===== src/rtl/wb_timer_pkg.sv =====
// Shared definitions for the Wishbone timer: register map, CTRL layout and byte-lane merge.
package wb_timer_pkg;

  localparam int unsigned DATA_W = 32;
  localparam int unsigned SEL_W  = DATA_W / 8;
  localparam int unsigned ADR_W  = 2;

  typedef enum logic [ADR_W-1:0] {
    TMR_CTRL     = 2'd0,
    TMR_PRESCALE = 2'd1,
    TMR_COUNT    = 2'd2,
    TMR_COMPARE  = 2'd3
  } tmr_reg_e;

  localparam int unsigned CTRL_EN          = 0;
  localparam int unsigned CTRL_AUTO_RELOAD = 1;
  localparam int unsigned CTRL_IRQ_EN      = 2;
  localparam int unsigned CTRL_IRQ_PEND    = 3;

  typedef struct packed {
    logic irq_pend;
    logic irq_en;
    logic auto_reload;
    logic en;
  } tmr_ctrl_t;

  // Replace only the byte lanes whose enable is set.
  function automatic logic [DATA_W-1:0] byte_merge(input logic [DATA_W-1:0] old_val,
                                                   input logic [DATA_W-1:0] new_val,
                                                   input logic [SEL_W-1:0]  sel);
    logic [DATA_W-1:0] merged;
    merged = old_val;
    for (int i = 0; i < SEL_W; i++) begin
      if (sel[i]) merged[8*i +: 8] = new_val[8*i +: 8];
    end
    return merged;
  endfunction

endpackage


===== src/rtl/wb_timer_prescaler.sv =====
// Prescaler: counts 0..i_div while enabled and pulses o_tick_c on the terminal value.
module wb_timer_prescaler #(
  parameter int unsigned PRESCALE_W = 16
) (
  input  logic                  i_clk,
  input  logic                  i_rst_n,
  input  logic                  i_en,
  input  logic                  i_clr,
  input  logic [PRESCALE_W-1:0] i_div,
  output logic                  o_tick_c
);

  logic [PRESCALE_W-1:0] r_cnt;

  assign o_tick_c = i_en && (r_cnt == i_div);

  always_ff @(posedge i_clk) begin
    if (!i_rst_n) begin
      r_cnt <= '0;
    end else if (i_clr || !i_en || o_tick_c) begin
      r_cnt <= '0;
    end else begin
      r_cnt <= r_cnt + PRESCALE_W'(1);
    end
  end

endmodule


===== src/rtl/wb_timer.sv =====
// Wishbone slave timer: prescaled 32-bit up-counter with compare match, auto-reload and level IRQ.
module wb_timer
  import wb_timer_pkg::*;
#(
  parameter int unsigned       PRESCALE_W = 16,
  parameter logic [DATA_W-1:0] CMP_RESET  = 32'hFFFF_FFFF
) (
  input  logic              wb_clk_i,
  input  logic              wb_rst_i,
  input  logic [ADR_W-1:0]  wb_adr_i,
  input  logic [DATA_W-1:0] wb_dat_i,
  output logic [DATA_W-1:0] wb_dat_o,
  input  logic              wb_we_i,
  input  logic [SEL_W-1:0]  wb_sel_i,
  input  logic              wb_stb_i,
  output logic              wb_ack_o,
  output logic              irq_o
);

  tmr_ctrl_t             r_ctrl;
  logic [PRESCALE_W-1:0] r_prescale;
  logic [DATA_W-1:0]     r_count;
  logic [DATA_W-1:0]     r_compare;

  tmr_reg_e          w_reg;
  logic              w_acc;
  logic              w_wr;
  logic              w_wr_ctrl;
  logic              w_wr_pre;
  logic              w_wr_cnt;
  logic              w_wr_cmp;
  logic              w_tick;
  logic              w_match;
  logic              w_pend_set;
  logic              w_pend_clr;
  logic [DATA_W-1:0] w_rdata;

  // An access is taken only while not already acking, so a held strobe commits once per ack.
  assign w_reg     = tmr_reg_e'(wb_adr_i);
  assign w_acc     = wb_stb_i & ~wb_ack_o;
  assign w_wr      = w_acc & wb_we_i;
  assign w_wr_ctrl = w_wr & (w_reg == TMR_CTRL);
  assign w_wr_pre  = w_wr & (w_reg == TMR_PRESCALE);
  assign w_wr_cnt  = w_wr & (w_reg == TMR_COUNT);
  assign w_wr_cmp  = w_wr & (w_reg == TMR_COMPARE);

  // A software COUNT write suppresses the match; hardware set beats the W1C.
  assign w_match    = (r_count == r_compare);
  assign w_pend_set = w_tick & w_match & ~w_wr_cnt;
  assign w_pend_clr = w_wr_ctrl & wb_sel_i[0] & wb_dat_i[CTRL_IRQ_PEND];

  assign irq_o = r_ctrl.irq_pend & r_ctrl.irq_en;

  wb_timer_prescaler #(
    .PRESCALE_W (PRESCALE_W)
  ) u_prescaler (
    .i_clk    (wb_clk_i),
    .i_rst_n  (wb_rst_i),
    .i_en     (r_ctrl.en),
    .i_clr    (w_wr_pre | w_wr_cnt),
    .i_div    (r_prescale),
    .o_tick_c (w_tick)
  );

  always_comb begin
    w_rdata = '0;
    case (w_reg)
      TMR_CTRL:     w_rdata = DATA_W'(r_ctrl);
      TMR_PRESCALE: w_rdata = DATA_W'(r_prescale);
      TMR_COUNT:    w_rdata = r_count;
      TMR_COMPARE:  w_rdata = r_compare;
    endcase
  end

  always_ff @(posedge wb_clk_i) begin
    if (!wb_rst_i) begin
      r_ctrl     <= '0;
      r_prescale <= '0;
      r_count    <= '0;
      r_compare  <= CMP_RESET;
      wb_ack_o   <= 1'b0;
      wb_dat_o   <= '0;
    end else begin
      wb_ack_o <= w_acc;
      if (w_acc) wb_dat_o <= w_rdata;

      if (w_wr_ctrl && wb_sel_i[0]) begin
        r_ctrl.en          <= wb_dat_i[CTRL_EN];
        r_ctrl.auto_reload <= wb_dat_i[CTRL_AUTO_RELOAD];
        r_ctrl.irq_en      <= wb_dat_i[CTRL_IRQ_EN];
      end
      r_ctrl.irq_pend <= w_pend_set | (r_ctrl.irq_pend & ~w_pend_clr);

      if (w_wr_pre) r_prescale <= PRESCALE_W'(byte_merge(DATA_W'(r_prescale), wb_dat_i, wb_sel_i));
      if (w_wr_cmp) r_compare  <= byte_merge(r_compare, wb_dat_i, wb_sel_i);

      if (w_wr_cnt) begin
        r_count <= byte_merge(r_count, wb_dat_i, wb_sel_i);
      end else if (w_tick) begin
        r_count <= (w_match && r_ctrl.auto_reload) ? '0 : r_count + DATA_W'(1);
      end
    end
  end

endmodule


===== config.mk =====
export PLATFORM = sky130hd
export DESIGN_NAME = wb_timer
export DESIGN_NICKNAME = d
export VERILOG_FILES = /design/src/rtl/wb_timer_pkg.sv /design/src/rtl/wb_timer_prescaler.sv /design/src/rtl/wb_timer.sv
export SDC_FILE = /design/constraint.sdc
export NUM_CORES = 1
export LEC_CHECK = 0
export CAP_MARGIN = 10
export CORE_UTILIZATION = 50
export DETAILED_ROUTE_END_ITERATION = 10
export GPL_ROUTABILITY_DRIVEN = 0
export PLACE_DENSITY_LB_ADDON = 0.12
export SLEW_MARGIN = 40
export SYNTH_ARGS = -nofsm -noshare
export SYNTH_HDL_FRONTEND = slang
export SYNTH_HIERARCHICAL = 1
export SYNTH_SLANG_ARGS = --single-unit

===== constraint.sdc =====
create_clock -name wb_clk_i -period 2.8 [get_ports wb_clk_i]
set_input_delay 0.56 -clock wb_clk_i [delete_from_list [all_inputs] [get_ports wb_clk_i]]
set_output_delay 0.56 -clock wb_clk_i [all_outputs]
set_load 0.01 [all_outputs]

# ---- Word-level counts from Yosys, hierarchy flattened
# Cells that the tools add are included.
dict set report totals {
  register_bits 133
  input_bits 42
  output_inout_bits 34
  wordCells 73
}
dict set report op_classes {
  addsub 2
  eq_ne 9
  muxes 8
  bitwise 18
  reduce_logical 19
}
# cell n
set op_table {}
lappend op_table {{$pmux W32 S4} 1}
lappend op_table {{$mux W32} 3}
lappend op_table {{$add A32 B1 Y32 const B} 1}
lappend op_table {{$eq A32 B32 Y1} 1}
lappend op_table {{$mux W8} 4}
lappend op_table {{$reduce_and A2 Y1} 10}
lappend op_table {{$add A16 B1 Y16 const B} 1}
lappend op_table {{$eq A16 B16 Y1} 1}
lappend op_table {{$and A1 B1 Y1} 12}
lappend op_table {{$ne A2 B2 Y1 const B} 4}
lappend op_table {{$eq A2 B2 Y1 const B} 2}
lappend op_table {{$not A1 Y1} 4}
lappend op_table {{$logic_and A1 B1 Y1} 3}
lappend op_table {{$eq A2 B1 Y1 const B} 1}
lappend op_table {{$logic_not A2 Y1} 1}
lappend op_table {{$logic_or A1 B1 Y1} 2}
lappend op_table {{$or A1 B1 Y1} 2}
lappend op_table {{$reduce_bool A2 Y1} 1}
lappend op_table {{$reduce_or A2 Y1} 1}
lappend op_table {{$logic_not A1 Y1} 1}

# ---- Longest topological paths before layout
# Gate-level depths: netlist of the first run.
dict set report depth {
  word_depth 9
  depth_mapped 12
  depth_no_buf 10
}

# ---- Cells and area by module
# Netlist of the first run, hierarchy kept.
# mod n_inst cells_each area_per_inst_um2 seq_area_each_um2
set modules_own_cells {}
lappend modules_own_cells {wb_timer 1 762 6233.5 2342.2}
lappend modules_own_cells {wb_timer_prescaler 1 100 872.1 320.3}

# ---- Worst setup path before layout of the first run
# No wires, ideal clock.
dict set report synth_path {
  kind {reg-to-reg}
  from {register u_prescaler.r_cnt[10]}
  to {register r_count[19]}
  setup_time_ps 120
  t_arrival_ps 2374
  required_ps 2680
  slack_ps 306
  stages_incl_launch_ff 13
  path_buffers 2
  period_less_slack_ps 2494
  cell_sequence {dfxtp_1 -> xor2_1 -> nor4_1 -> nand2_1 -> nor4_1 -> inv_1 -> a21oi_1 -> buf_4 -> a21oi_1 -> buf_2 -> a32oi_1 -> o41ai_1 -> o31a_1}
}
dict set report synth_via {
  elab_chain_cells 4
}
# element line
set synth_lines {}
lappend synth_lines {{start, declared} wb_timer_prescaler.sv:13} ;# logic [PRESCALE_W-1:0] r_cnt;
lappend synth_lines {{start signal, assigned} wb_timer_prescaler.sv:23} ;# r_cnt <= r_cnt + PRESCALE_W'(1);
lappend synth_lines {{$eq A16 B16 Y1} wb_timer_prescaler.sv:15} ;# assign o_tick_c = i_en && (r_cnt == i_div);
lappend synth_lines {{$logic_and A1 B1 Y1} wb_timer_prescaler.sv:15}
lappend synth_lines {{named net w_tick} wb_timer.sv:32} ;# logic w_tick;
lappend synth_lines {{$reduce_bool A2 Y1 (no source line)} --}
lappend synth_lines {{$reduce_and A2 Y1 (no source line)} --}
lappend synth_lines {{end signal, assigned} wb_timer.sv:98} ;# r_count <= byte_merge(r_count, wb_dat_i, wb_sel_i);
lappend synth_lines {{end signal, assigned} wb_timer.sv:100} ;# r_count <= (w_match && r_ctrl.auto_reload) ? '0 : r_count + DATA_W'(1);
lappend synth_lines {{end, declared} wb_timer.sv:22} ;# logic [DATA_W-1:0] r_count;
# The timed path passes the listed nets, and every way through them passes these cells.
# A chain may end at the register's enable or synchronous reset.

# ---- Worst setup path after layout of the first run
dict set report layout_path {
  from {register u_prescaler.r_cnt[10]}
  to {register r_count[22]}
}
# The elaborated chain is that of the path after synthesis.

==> results_dict.tcl, run 1 <==
set metrics [dict create \
    die_y_um 121.2 \
    clkPwrFrac_pct 46.3 \
    pwr-share-seq_pct 42.4 \
    first_global_vias 6447 \
    coreArea_sq_um 13880 \
    yosysUniqueCellTypes 73 \
    drt-initial-drc-count 728 \
    grt_setup_unrepaired "no" \
    portBuffers 75 \
    path_clk_slew_ps 50 \
    fmax_ghz 0.3992 \
    via_count 6906 \
    ys_seq_area_share_pct 37.47 \
    irDropWorstVdd_uv 459.5 \
    grt_antenna_before_repair 0 \
    ys_ff_latch 133 \
    syn_nets 906 \
    power_w 0.004801 \
    skew_ps 13.68 \
    endpoint "r_count[22]" \
    synth_cells 862 \
    die_x_um 121.2 \
    period_share_pct 89.47 \
    synthesis.area_sq_um 7106 \
    critPathLaunchType "flop" \
    drc 0 \
    p_comb_share_pct 11.3 \
    ys_async_sr_fraction_pct 0 \
    final_antenna_net_count 0 \
    cp.required_ps 3140 \
    via_per_inst 6.150 \
    hold_path.class "flop to flop" \
    cellPowerDensity_nw_per_um2 552.8 \
    hold_viol_final 0 \
    syn_to_final_growth_pct 22.24 \
    clock_latency_ps 430 \
    relSlewSlack_pct 44.25 \
    cts_htree_levels 4 \
    reg2reg_depth 9 \
    synth_edf_count 0 \
    synth_area_leader_cell "dfxtp_1" \
    min_period_ps 2505 \
    ios 76 \
    final_layout_size_suffix_gt1_share_pct 13.26 \
    grt_max_degree 59 \
    synth_flop_cell "dfxtp_1" \
    dieArea_sq_um 14690 \
    fin_setup_tns_ps 0 \
    grt_usage_pct 31.12 \
    avgSynthCellArea_sq_um 8.243 \
    power_switching_w 0.001186 \
    postLayoutCellArea_sq_um 8686 \
    layout.nets 974 \
    yosysMostFrequentCell "dfxtp_1" \
    yosys_warnings 6 \
    rrSetupSlack_ps 290 \
    crit_arrival_ps 2850 \
    cts_tree "built" \
    initial_core_util_pct 51.19 \
    routed_wl_mm 21.89 \
    cp-end-kind "flop" \
    wl_per_cell_um 19.49 \
    swShare_pct 24.71 \
    clockRootBuffer "clkbuf_16" \
    worst_r2r_endpoint "r_count[22]" \
    synth_area_leaders "dfxtp_1 (37%), nand3_1 (6.1%), xnor2_1 (5.5%)" \
    rr_startpoint "u_prescaler/r_cnt[10]" \
    cts.sinks 133 \
    post_dp_cell_area_sq_um 8063 \
    setup_viol 0 \
    num_rows 43 \
    crit_type "flop to flop" \
    report.final.slew_viol_count 0 \
    cts.path.max_buffers 2 \
    worstMarginPinSlew_ps 836.2 \
    startpoint "u_prescaler/r_cnt[10]" \
    worstPathMaxFanout 18 \
    place_hpwl_mm 15.67 \
    synth_top_area_share_pct 37.47 \
    yosys-top-cells-count "dfxtp_1 (133), nand2_1 (99), nand3_1 (87)" \
    insertedDiodeCount 0 \
    power.leakage_nw 3.267 \
    status "finished, final reports clean" \
    cap_violations 0 \
    cts_buffers 17 \
    grt-ovfl-total 0 \
    power.internal_w 0.003615 \
    grt_pass1_wl_mm 34.87 \
    dr.pass1.iters 5 \
]
[registers in the layout, summed over array words and instances, names as in the netlist]
signal,count
r_prescale,16
r_compare,32
wb_dat_o,32
r_ctrl,4
u_prescaler/r_cnt,16
wb_ack_o,1
r_count,32
[critical path, cell delays in order (launching register included)]
cell	delay, ps
dfxtp_1	350
xor2_1	200
nor4_1	280
nand2_1	150
nor4_4	200
buf_4	180
o21ai_2	140
buf_4	240
or4_1	510
a31oi_1	170
[power groups by stage]
stage	Clock [W]	Sequential [W]	Combinational, W
3_3_place_gp	0	0.00207	0.000525
3_5_place_dp	0	0.00207	0.000530
5_1_grt	0.00234	0.00204	0.000582
2_1_floorplan	0	0.00205	0.000315
6_report	0.00222	0.00204	0.000541
4_1_cts	0.00225	0.00203	0.000534
[worst min-delay path by stage]
| stage | from | end | slack (ps) | cells past startpoint |
|---|---|---|---|---|
| 6_report | wb_dat_o[2] | wb_dat_o[2] | 460 | 2 |
| 5_1_grt | wb_dat_o[1] | wb_dat_o[1] | 490 | 2 |
| 4_1_cts | wb_dat_o[1] | wb_dat_o[1] | 470 | 2 |
| 3_5_place_dp | wb_dat_o[1] | wb_dat_o[1] | 450 | 2 |
| 3_3_place_gp | wb_dat_o[3] | wb_dat_o[3] | 450 | 2 |
| 2_1_floorplan | u_prescaler/r_cnt[0] | u_prescaler/r_cnt[0] | 450 | 1 |
[cell usage in the layout (no fill, tap or decap), types with 4 or more instances in the layout]
cell,instances
buf_4,36
clkbuf_8,4
mux2_2,26
nor4_1,5
nand2b_1,5
nand4_1,21
o21ai_1,5
a221oi_1,13
a22oi_1,18
a31oi_1,6
nand2_1,99
nand3_2,4
a32oi_1,4
o21ai_0,44
nor2_1,82
xnor2_1,45
and2_1,5
mux4_2,4
a21oi_1,43
mux2i_1,18
nor3_1,26
or3_1,5
dfxtp_1,133
nand3_1,87
a211oi_1,5
clkbuf_16,17
and3_1,8
inv_1,7
xor2_1,19
clkdlybuf4s50_1,73
[timing repair]
action / CTS / global route
hold buffers: 0 / 0
setup buffers: 0 / 1
endpoints found under the setup margin: 1 / 10
pin swaps: 0 / 1
gates resized for setup: 1 / 2
[final cells by class]
class	count	area, sq um
fill	1229	5195
multi-input combinational	658	4148
sequential	133	2663
timing repair buffer	112	1031
clock buffer	24	491.7
tap	180	225.2
clock inverter	8	97.59
inverter	8	30.03
[stage by stage]
step,utilization (%),std cells,hold WS [ps],worst slack (ps)
CTS,62.38,1121,468.9,85.03
global placement,58.09,1089,445.5,122.2
floorplan,-,862,450.9,306.1
detailed placement,58.09,1089,454.7,-15.59
global route,62.57,1123,486.5,111.2
finish,62.57,1123,464.8,294.8
[logic make-up after synthesis]
| kind of cell | Yosys count | share of synthesized area, % |
|---|---|---|
| and+or+nand+nor | 380 | 26.99 |
| xor gates and xnor gates | 64 | 7.889 |
| AOI/OAI and AO/OA | 164 | 14.90 |
| adders and majority gates | 2 | 0.3521 |
| muxes | 48 | 7.924 |
| DFF | 133 | 37.47 |
| buffers and inverters | 71 | 4.473 |
[routing by layer]
layer	wire length (um)	global-route usage, %	vias up
met3	1770	6.908	56
met4	505	11.34	0
met2	9905	47.11	336
met5	0	0	-
li1	-	-	3240
met1	9710	43.16	3274
Power figures use the tool's default switching activity.
==> run 2: changes to the inputs <==
Settings changed: SETUP_SLACK_MARGIN set to 0.4, SLEW_MARGIN 40 to 25.
==> run 2 against run 1 <==
- total power increased by 5.2%
- sequential power barely moved
- register-to-register slack gained 90 ps
- cell count rose by 0.89%
- clock skew decreased by 0.74 ps
- count of clock-buffer cells in the layout unchanged
- fmax increased by 3.9%
- global-route usage down 0.075 points
- non-clock buffer count up 10
- via count increased by 3.1%
- largest power group unchanged
==> results_dict.tcl, run 2 (synthesis gave the netlist of run 1 again) <==
set metrics [dict create \
    path_clk_slew_ps 60 \
    critPathSlowestCell "dfxtp_2" \
    dieArea_sq_um 14690 \
    postLayoutCellArea_sq_um 9016 \
    skew_ps 12.94 \
    via_per_inst 6.282 \
    drc 0 \
    final_common_cell "dfxtp_1" \
    relSlewSlack_pct 40.86 \
    cellPowerDensity_nw_per_um2 560.2 \
    crit_path_frequent_cell "a21oi_2" \
    post_dp_cell_area_sq_um 8066 \
    cts.path.max_buffers 2 \
    worstPathMaxFanout 4 \
    dp_cells 1087 \
    fin_setup_tns_ps 0 \
    hold_path.class "input pin to flop" \
    startpoint "u_prescaler/r_cnt[7]" \
    reg2reg_depth 11 \
    cts.sinks 133 \
    cp-end-kind "flop" \
    grt_antenna_before_repair 0 \
    rrSetupSlack_ps 390 \
    drt-initial-drc-count 959 \
    clockRootBuffer "clkbuf_16" \
    cp_cell_sequence "xor2_1 -> nor4_2 -> nand2_1 -> nor4_4 -> inv_2 -> a21oi_2 -> buf_6 -> a21oi_2 -> or3_1 -> o31ai_1 -> a22o_1" \
    cts_htree_levels 4 \
    holdWs_ps 369.6 \
    cp_slowest_stage_delay_ps 340 \
    grt-ovfl-total 0 \
    irDropWorstVdd_uv 515.5 \
    report.final.slew_viol_count 0 \
    grt_pass1_wl_mm 34.69 \
    reg_top3 "r_compare (32), r_count (32), wb_dat_o (32)" \
    via_count 7117 \
    wl_per_cell_um 19.98 \
    hold_viol_final 0 \
    die_y_um 121.2 \
    layout.nets 984 \
    min_period_ps 2411 \
    cp.required_ps 3180 \
    die_x_um 121.2 \
    grt_setup_unrepaired "yes" \
    holdPathEnd "r_compare[7]" \
    portBuffers 75 \
    fmax_ghz 0.4148 \
    cts_buffers 17 \
    rr_startpoint "u_prescaler/r_cnt[7]" \
    instances_no_fill 1133 \
    critPathLaunchType "flop" \
    crit_type "flop to flop" \
    setup_viol 0 \
    power_w 0.005051 \
    crit_family "simple AND/OR/NAND/NOR gates" \
    period_share_pct 86.11 \
    path_buf_inv 2 \
    clock_latency_ps 440 \
    syn_to_final_growth_pct 26.89 \
    fill_cells 1186 \
    min_from "wb_rst_i" \
    power.leakage_nw 3.405 \
    first_global_vias 6476 \
    grt_max_degree 56 \
    status "finished, final reports clean" \
    crit_arrival_ps 2790 \
    initial_core_util_pct 51.19 \
    final_layout_size_suffix_gt1_share_pct 17.52 \
    place_hpwl_mm 15.67 \
    insertedDiodeCount 0 \
    ios 76 \
    hold_path_depth 2 \
    final_antenna_net_count 0 \
    num_rows 43 \
    layout_common_cells "dfxtp_1 (124), nand2_1 (95), nand3_1 (87), nor2_1 (81), clkdlybuf4s50_1 (73)" \
    worst_r2r_endpoint "r_count[12]" \
    routed_wl_mm 22.64 \
    grt_usage_pct 31.05 \
    dr.pass1.iters 9 \
    cap_violations 0 \
    worstMarginPinSlew_ps 884.1 \
    cts_tree "built" \
    coreArea_sq_um 13880 \
]
run 2: worst max-delay path by stage:
stage / endpoint / slack [ps] / cells past startpoint
3_5_place_dp: r_count[31] / 160 / 8
6_report: r_count[12] / 390 / 11
3_3_place_gp: r_count[12] / 170 / 8
5_1_grt: r_count[12] / 210 / 11
4_1_cts: r_count[12] / 400 / 11
2_1_floorplan: r_count[19] / 490 / 12
run 2: what timing repair did:
| action | CTS | global route |
|---|---|---|
| setup endpoints to repair | 6 | 30 |
| resized for setup | 1 | 47 |
| hold buffers | 0 | 0 |
| buffers inserted | 6 | 8 |
| pin swaps | 3 | 18 |
run 2: metrics by stage:
step	util (%)	setup WS, ps
after floorplan	-	494.0
after global placement	58.11	171.7
after detailed placement	58.11	157.4
after CTS	63.27	395.1
after global routing	64.95	206.9
final	64.95	389.0
run 2: final cells by class:
| class | count | area, sq um | share of cell area, % |
|---|---|---|---|
| flip-flops and latches | 133 | 2679 | 29.71 |
| well taps | 180 | 225.2 | 2.498 |
| inverters | 8 | 30.03 | 0.3331 |
| repair buffers | 122 | 1166 | 12.93 |
| multi-input cells | 658 | 4262 | 47.27 |
| clock buffers | 24 | 511.7 | 5.676 |
| clock inverters | 8 | 142.6 | 1.582 |
run 2: report_power, final:
group	internal, W	switching (W)
registers	0.00196	0.0000871
logic	0.000263	0.000282
clock network	0.00163	0.000836
run 2: metal layers:
layer  routed length (um)  track usage [%]  vias up
li1                     -                -     3252
met1                 9721            42.55     3367
met2                10260            46.79      426
met3                 1906            6.861       72
met4                  752            13.19        0
met5                    0                0        -
